===== src/rtl/ext_mem_fetch.sv =====
// rtl/ext_mem_fetch.sv - instruction prefetcher: external memory read FSM feeding an instruction FIFO
module ext_mem_fetch #(
    parameter int DEPTH = 4
) (
    input  logic        clk,
    input  logic        rst,
    output logic        ext_mem_valid,
    input  logic        ext_mem_ready,
    output logic [7:0]  ext_mem_addr,
    input  logic [31:0] ext_mem_rdata,
    output logic        insn_valid,
    input  logic        insn_ready,
    output logic [31:0] insn_data,
    output logic [7:0]  insn_pc,
    input  logic        redirect_valid,
    input  logic [7:0]  redirect_pc
);

    localparam int PW  = (DEPTH > 1) ? $clog2(DEPTH) : 1;
    localparam int CW  = PW + 1;
    localparam int CW1 = CW + 1;

    typedef enum logic [1:0] {
        IDLE    = 2'd0,
        REQ     = 2'd1,
        DISCARD = 2'd2
    } state_t;

    state_t        state, state_n;
    logic [7:0]    fetch_pc, fetch_pc_n;
    logic [7:0]    addr_n;
    logic          push, flush, pop;
    logic [CW1-1:0] count_after;

    logic [31:0]   data_q [DEPTH];
    logic [7:0]    pc_q   [DEPTH];
    logic [PW-1:0] rd_ptr, wr_ptr;
    logic [CW-1:0] count;

    // A request is outstanding whenever the FSM is not idle.
    assign ext_mem_valid = (state != IDLE);
    assign insn_valid    = (count != '0);
    assign insn_data     = data_q[rd_ptr];
    assign insn_pc       = pc_q[rd_ptr];
    assign pop           = insn_valid && insn_ready;

    // Fetch FSM state, request address and fetch pointer registers.
    always_ff @(posedge clk) begin
        if (rst) begin
            state        <= IDLE;
            fetch_pc     <= '0;
            ext_mem_addr <= '0;
        end else begin
            state        <= state_n;
            fetch_pc     <= fetch_pc_n;
            ext_mem_addr <= addr_n;
        end
    end

    // Next-state logic; redirect always wins over accept/pop, and a live address is never changed.
    always_comb begin
        state_n     = state;
        fetch_pc_n  = fetch_pc;
        addr_n      = ext_mem_addr;
        push        = 1'b0;
        flush       = 1'b0;
        count_after = CW1'(count) + CW1'(1) - CW1'(pop);
        case (state)
            IDLE: begin
                if (redirect_valid) begin
                    flush      = 1'b1;
                    fetch_pc_n = redirect_pc;
                end else if (count < CW'(DEPTH)) begin
                    state_n = REQ;
                    addr_n  = fetch_pc;
                end
            end
            REQ: begin
                if (redirect_valid) begin
                    flush      = 1'b1;
                    fetch_pc_n = redirect_pc;
                    if (ext_mem_ready) begin
                        addr_n = redirect_pc;
                    end else begin
                        state_n = DISCARD;
                    end
                end else if (ext_mem_ready) begin
                    push       = 1'b1;
                    fetch_pc_n = fetch_pc + 8'd1;
                    if (count_after < CW1'(DEPTH)) begin
                        addr_n = fetch_pc + 8'd1;
                    end else begin
                        state_n = IDLE;
                    end
                end
            end
            DISCARD: begin
                if (redirect_valid) begin
                    flush      = 1'b1;
                    fetch_pc_n = redirect_pc;
                    if (ext_mem_ready) begin
                        state_n = REQ;
                        addr_n  = redirect_pc;
                    end
                end else if (ext_mem_ready) begin
                    state_n = REQ;
                    addr_n  = fetch_pc;
                end
            end
            default: begin
                state_n = IDLE;
            end
        endcase
    end

    // Instruction FIFO; a flush drops any simultaneous push or pop.
    always_ff @(posedge clk) begin
        if (rst) begin
            rd_ptr <= '0;
            wr_ptr <= '0;
            count  <= '0;
            for (int i = 0; i < DEPTH; i++) begin
                data_q[i] <= '0;
                pc_q[i]   <= '0;
            end
        end else if (flush) begin
            rd_ptr <= '0;
            wr_ptr <= '0;
            count  <= '0;
        end else begin
            if (push) begin
                data_q[wr_ptr] <= ext_mem_rdata;
                pc_q[wr_ptr]   <= ext_mem_addr;
                wr_ptr         <= wr_ptr + PW'(1);
            end
            if (pop) begin
                rd_ptr <= rd_ptr + PW'(1);
            end
            count <= count + CW'(push) - CW'(pop);
        end
    end

endmodule


===== config.mk =====
export PLATFORM = sky130hd
export DESIGN_NAME = ext_mem_fetch
export DESIGN_NICKNAME = d
export VERILOG_FILES = /design/src/rtl/ext_mem_fetch.sv
export SDC_FILE = /design/constraint.sdc
export NUM_CORES = 1
export LEC_CHECK = 0
export BUFFER_PORTS_ARGS = -buffer_cell sky130_fd_sc_hd__buf_4
export CORE_MARGIN = 2
export CORE_UTILIZATION = 38
export CTS_CLUSTER_SIZE = 24
export DETAILED_ROUTE_END_ITERATION = 10
export GPL_ROUTABILITY_DRIVEN = 0
export GPL_TIMING_DRIVEN = 1
export MAX_ROUTING_LAYER = met4
export PLACE_DENSITY = 0.63
export SYNTH_ARGS = -nofsm -noshare
export SYNTH_HDL_FRONTEND = slang
export SYNTH_SLANG_ARGS = --single-unit

===== constraint.sdc =====
create_clock -name clk -period 6 [get_ports clk]
set_input_delay 0.9 -clock clk [delete_from_list [all_inputs] [get_ports clk]]
set_output_delay 0.9 -clock clk [all_outputs]
set_load 0.01 [all_outputs]

# Word level (Yosys, flattened, before mapping)
# Memory sizes are Yosys's and may differ from the RTL's. A register that Yosys moved wholly into a read port is not among the register bits.
# Cells that the tools add are included.
# totals
ramBits,160
in_bits,45
memories,2
out_inout_bits,50
ff_bits,25
# memory_table
name,words,word_bits,read_ports,rd_ports_with_merged_regs,write_ports,line_no,text
data_q,4,32,1,1,4,35,logic [31:0] data_q [DEPTH];
pc_q,4,8,1,1,4,36,logic [7:0] pc_q [DEPTH];
# op_classes
addsub,7
mux,42
n_reduce_logical,14
n_eq_ne,11
n_lt_le_gt_ge,2
# op_table
cell,count
$mux W8,12
$mux W32,1
$reduce_or A32 Y1,1
$mux W2,13
$pmux W8 S3,1
$pmux W8 S2,1
$ne A3 B3 Y1 const B,5
$mux W1,13
$reduce_and A6 Y1,2
$add A8 B1 Y8 const B,1
$reduce_or A8 Y1,1
$ne A2 B2 Y1 const B,3
$pmux W2 S3,1
$reduce_bool A3 Y1,2
$add A2 B1 Y2 const B,2
$add A3 B1 Y4 const B,1
$lt A4 B3 Y1 const B,1
$reduce_bool A2 Y1,2
$reduce_or A2 Y1,2
$sub A4 B1 Y4,1
$add A3 B1 Y3,1
$lt A3 B3 Y1 const B,1
$reduce_and A3 Y1,1
$reduce_or A3 Y1,1
6 further kinds,6

# Depth between registers and ports, before layout
# Gate-level depths: netlist (run 1).
# depth
depth_word,9
ltp_mapped,9
depth_no_buf,8

# Worst setup path after synthesis (run 1)
# No wires, ideal clock.
# synth_timing
path_type,input -> register
startpoint,in redirect_valid
endpoint,"mem data_q[1][0], enable pin"
arrival_ns,4.168
path_stages,5
setup_time_ns,0.493
setup_slack_ns,1.340
cell_sequence,inv_1 > nand3_1 > inv_2 > nand2_1 > o21ai_0
# synth_rtl
item,line_no,text
start: declaration,15,"input logic redirect_valid,"
end: declaration,35,

==> impl_metrics.tcl, run 1 <==
set metrics [dict create \
    clkSlewWorstSetupHoldPaths_ns 0.07 \
    critPathArrivalTime_ns 3.78 \
    cp-start-kind "flop" \
    fin_skew_ns 0.0132 \
    rrSetupSlack_ns 2.34 \
    busiest_layer "met2" \
    cp-end-kind "flop" \
    crit_chain "inv_1, ha_1, nand3_1, inv_2, nand2_1, o21ai_4, buf_4" \
    die_width_um 156 \
    wl_per_cell_um 19.7 \
    start_util 0.387 \
    yosysTopAreaCell "edfxtp_1" \
    synth_area_leaders "edfxtp_1 (55%), mux4_2 (10%), and2_1 (8.4%), dfxtp_1 (6.2%), and3_1 (2.9%)" \
    endpoint "pc_q[3][0]" \
    grt_max_degree 43 \
    ioPinCount 95 \
    crit_required_ns 6.13 \
    postCtsHoldBufs 0 \
    power_density_nw_per_um2 306 \
    fillers 1974 \
    syn_nets 697 \
    status "complete, no violations" \
    crit_buf_inv 3 \
    tns_ns 0 \
    crit_slowest_cell "o21ai_4" \
    leakage_nw 3.97 \
    drive_above_1_share 0.258 \
    grt_use_met2 0.291 \
    period_minus_slack_ns 3.66 \
    diodes 0 \
    wirelength_um 19900 \
    coreArea_um2 22600 \
    htreeDepth 4 \
    dieArea_um2 24300 \
    rsz0062_at_grt "no" \
    nNetsFinal 768 \
    drt-pass1-iter-count 5 \
    vias_per_cell 5.45 \
    grt_pass1_wl_um 30800 \
    grt.overflow.total 0 \
    synth-edff-count 160 \
    netlist_instances 643 \
    critical-path-max-stage-delay_ns 0.85 \
    synth_top_area_share 0.548 \
    antenna_found_initial 0 \
    first_iter_violations 362 \
    drc 0 \
    post-route-period-util 0.609 \
    hold_path.class "flop to flop" \
    r2r-end "pc_q[3][0]" \
    grt_util_met1 0.210 \
    maxSlewHeadroom 0.236 \
    worst_slew_pin_slew_ns 1.15 \
    vias 5514 \
    reg2regPathDepth 7 \
    path_depth 7 \
    cpLargestDelayFamily "buffers and inverters" \
    dp_cells 980 \
    finalHoldViolCount 0 \
    hold_slack_ns 0.543 \
    antenna_left 0 \
    yosysWarnings 0 \
    cts_repair_resize_count 0 \
    grt_pass1_vias 5614 \
    dp_hpwl_um 12400 \
    synth.avg_cell_area_um2 13.6 \
    r2r_start "state[1]" \
    syn2layout_area_growth_pct 18.0 \
    ys_seq_elements 187 \
    cap_violations 0 \
    drv_slew 0 \
    io_buffers 94 \
    fp.dieH_um 156 \
    async_flop_share 0 \
    synth_area_um2 8770 \
    instances_no_fill 1011 \
    insertion_delay_ns 0.44 \
    setup_ws_ns 2.34 \
    cts_buffer_depth 2 \
    synth_flop_cell "edfxtp_1" \
    ys_types 51 \
    irDropWorstVdd_uv 192 \
    clockRootBuffer "clkbuf_16" \
    post-place-ws_ns 2.04 \
    grt_usage 0.171 \
    crit_fanout 42 \
    cts_tree "built" \
    numCtsBuffers 17 \
    cts_setup_buffers 0 \
    most-common-layout-cells "edfxtp_1 (160), and2_1 (118), buf_4 (102), and3_1 (41), mux4_2 (40)" \
    clock-sinks 187 \
    layout_commonest_cell "edfxtp_1" \
    setup_viol 0 \
    critPathLaunch "state[1]" \
    met3_usage 0.0353 \
    fmax_ghz 0.274 \
    rows 55 \
    seq_area_frac_synth 0.610 \
    path_class "flop to flop" \
]
## final cells by class
| cell class | count | area [um^2] | area share |
|---|---|---|---|
| clock inverters | 14 | 173 | 0.0167 |
| inverters | 21 | 78.8 | 0.00762 |
| repair buffers | 102 | 766 | 0.0741 |
| multi-input cells | 385 | 3190 | 0.309 |
| well taps | 285 | 357 | 0.0345 |
| clock buffers | 17 | 425 | 0.0411 |
| flip-flops and latches | 187 | 5350 | 0.517 |
## flip-flops by register name, indices dropped and copies added, names as in the netlist, named ones only
register and count:
count 3, state 2, wr_ptr 2, pc_q 32, fetch_pc 8, data_q 128, ext_mem_addr 8, rd_ptr 2
## cell families after synthesis
logic type               count (synthesis)  synth area share
AO/OA/AOI/OAI                           81            0.0634
XOR/XNOR                                 6           0.00599
adder cells (fa/ha/maj)                  9            0.0137
buffers and inverters                   71            0.0331
flip-flops                             187             0.610
multiplexers                            48             0.112
AND/OR/NAND/NOR                        241             0.162
## worst min-delay path by stage
stage / from / to / slack, ns / cells after the start
final: fetch_pc[7] / fetch_pc[7] / 0.54 / 2
after global routing: rd_ptr[1] / flop / 0.58 / 2
after CTS: fetch_pc[7] / fetch_pc[7] / 0.53 / 2
after detailed placement: fetch_pc[7] / fetch_pc[7] / 0.52 / 2
after global placement: rd_ptr[1] / flop / 0.50 / 2
after floorplan: fetch_pc[7] / fetch_pc[7] / 0.48 / 2
## synthesized netlist by cell type (5+ instances only)
master    count
and3_1       41
nand2b_1      7
nor3_1        5
buf_2         7
edfxtp_1    160
dfxtp_1      27
nor2b_1       5
mux2i_1       7
xnor2_1       5
a211o_1       5
a21oi_1      20
clkbuf_1     40
o31ai_1       9
a211oi_1      7
and2_1      118
nand2_1      16
nand3_1       6
nor2_1       22
mux4_2       40
o21ai_0      11
inv_1        19
ha_1          8
a311oi_1      6
## per-layer routing
layer | up-vias | routed length, um | share of wire
met1 | 2782 | 8450 | 0.42
met2 | 173 | 10200 | 0.51
met3 | 14 | 1160 | 0.058
li1 | 2545 | - | -
met4 | 0 | 163 | 0.0082
met5 | - | 0 | 0
## power by group
group	internal, mW	leakage [nW]	switching, mW
Combinational	0.197	1.80	0.253
Clock	0.630	0.294	0.516
Sequential	1.49	1.88	0.0781
## per-stage QoR
stage	utilization	cell area (um^2)	total power [mW]
after floorplan	-	8770	1.86
after global placement	0.430	9740	2.04
after detailed placement	0.430	9740	2.05
after CTS	0.457	10300	3.19
after global routing	0.457	10300	3.29
final	0.457	10300	3.17
## worst reg2reg max path, delay by kind of cell (launching register included)
kind            cells  cell delay [ns]
compound gates      1             0.85
fa+ha+maj           1             0.41
buf+inv             3             1.12
flops               1             0.35
simple gates        2             0.63
Power figures use the tool's default switching activity.
==> inputs of run 2 (changes only) <==
- PLACE_DENSITY: 0.63 -> 0.65
- clock period: 6 -> 3.1 ns (I/O delays scaled with it)
==> impl_metrics.tcl, run 2 (synthesis results as in run 1) <==
set metrics [dict create \
    start_util 0.387 \
    diodes 0 \
    fin_skew_ns 0.0119 \
    grt_util_met1 0.214 \
    cts_setup_buffers 0 \
    drive_above_1_share 0.262 \
    path_class "flop to primary output" \
    first_iter_violations 317 \
    power_density_nw_per_um2 588 \
    fmax_ghz 0.405 \
    grt_max_degree 50 \
    worst_slew_pin_slew_ns 0.799 \
    irDropWorstVdd_uv 352 \
    drv_slew 0 \
    critPathArrivalTime_ns 2.00 \
    layout_commonest_cell "edfxtp_1" \
    rrSetupSlack_ns 0.66 \
    cts_buffer_depth 2 \
    grt_pass1_vias 5569 \
    grt_usage 0.167 \
    finalHoldViolCount 0 \
    postCtsHoldBufs 0 \
    grt_use_met2 0.273 \
    met3_usage 0.0331 \
    htreeDepth 4 \
    ioPinCount 95 \
    cp-start-kind "flop" \
    syn2layout_area_growth_pct 19.8 \
    drc 0 \
    vias 5463 \
    busiest_layer "met2" \
    antenna_left 0 \
    dp_hpwl_um 11300 \
    setup_viol 0 \
    cts_repair_resize_count 0 \
    coreArea_um2 22600 \
    dieArea_um2 24300 \
    largestRegisters "data_q: 128 flops, pc_q: 32 flops" \
    largest-register "data_q" \
    post-route-period-util 0.796 \
    wirelength_um 19300 \
    die_width_um 156 \
    nNetsFinal 774 \
    numCtsBuffers 17 \
    status "complete, no violations" \
    cp-end-kind "primary output" \
    most-common-layout-cells "edfxtp_1 (160), and2_1 (118), buf_4 (99), and3_1 (41), mux4_2 (40)" \
    post-place-ws_ns 0.645 \
    grt_pass1_wl_um 30100 \
    cap_violations 0 \
    largest_register_ffs 128 \
    wl_per_cell_um 19.0 \
    final_area_um2 10500 \
    rows 55 \
    clkSlewWorstSetupHoldPaths_ns 0.07 \
    insertion_delay_ns 0.42 \
    io_buffers 94 \
    fillers 2010 \
    setup_ws_ns 0.631 \
    drt-pass1-iter-count 4 \
    clock-sinks 187 \
    period_minus_slack_ns 2.47 \
    vias_per_cell 5.37 \
    placed_area_um2 9900 \
    cts_tree "built" \
    crit_fanout 15 \
    grt.overflow.total 0 \
    antenna_found_initial 0 \
    hold_path.class "primary input to flop" \
    clockRootBuffer "clkbuf_16" \
    rsz0062_at_grt "no" \
    maxSlewHeadroom 0.466 \
    crit_required_ns 2.63 \
    leakage_nw 4.04 \
    fp.dieH_um 156 \
]
-- run 2: report_power, final --
group          switching [mW]  internal [mW]
registers               0.133           2.89
clock network            1.02           1.23
logic                   0.502          0.404
-- run 2: per-layer routing --
metal,wire (um),share of wire,vias up
met2,9330,0.48,181
li1,-,-,2564
met3,1150,0.060,24
met1,8520,0.44,2694
met5,0,0,-
met4,330,0.017,0
-- run 2: final cells by class --
cell class,instances,area [um^2],area share
Inverter,21,78.8,0.00750
Clock buffer,18,429,0.0409
Sequential cell,187,5350,0.509
Multi-Input combinational cell,385,3190,0.304
Clock inverter,14,178,0.0169
Tap cell,285,357,0.0339
Timing Repair Buffer,108,923,0.0879
-- run 2: worst paths after layout --
check        depth (start not counted)               from             to
max                                  3               flop     insn_pc[0]
min                                  2  ext_mem_rdata[18]  data_q[0][18]
max reg2reg                          7           state[0]  data_q[1][27]
min reg2reg                          2        fetch_pc[7]    fetch_pc[7]
-- run 2: stage by stage --
step                setup TNS, ns  instances  hold WS (ns)  utilization  power (mW)
global placement                0        986         0.506        0.437        3.98
finish                          0       1018         0.331        0.464        6.17
floorplan                   -6.20        643         0.482            -        3.60
global route                    0       1018         0.318        0.464        6.40
detailed placement              0        986         0.519        0.437        3.98
CTS                             0       1018         0.312        0.464        6.22
-- run 2: worst max-delay path, cell delays in order, from the launching register on --
cell     delay (ns)
dfxtp_2        0.60
buf_12         0.24
mux4_2         0.57
buf_4          0.17
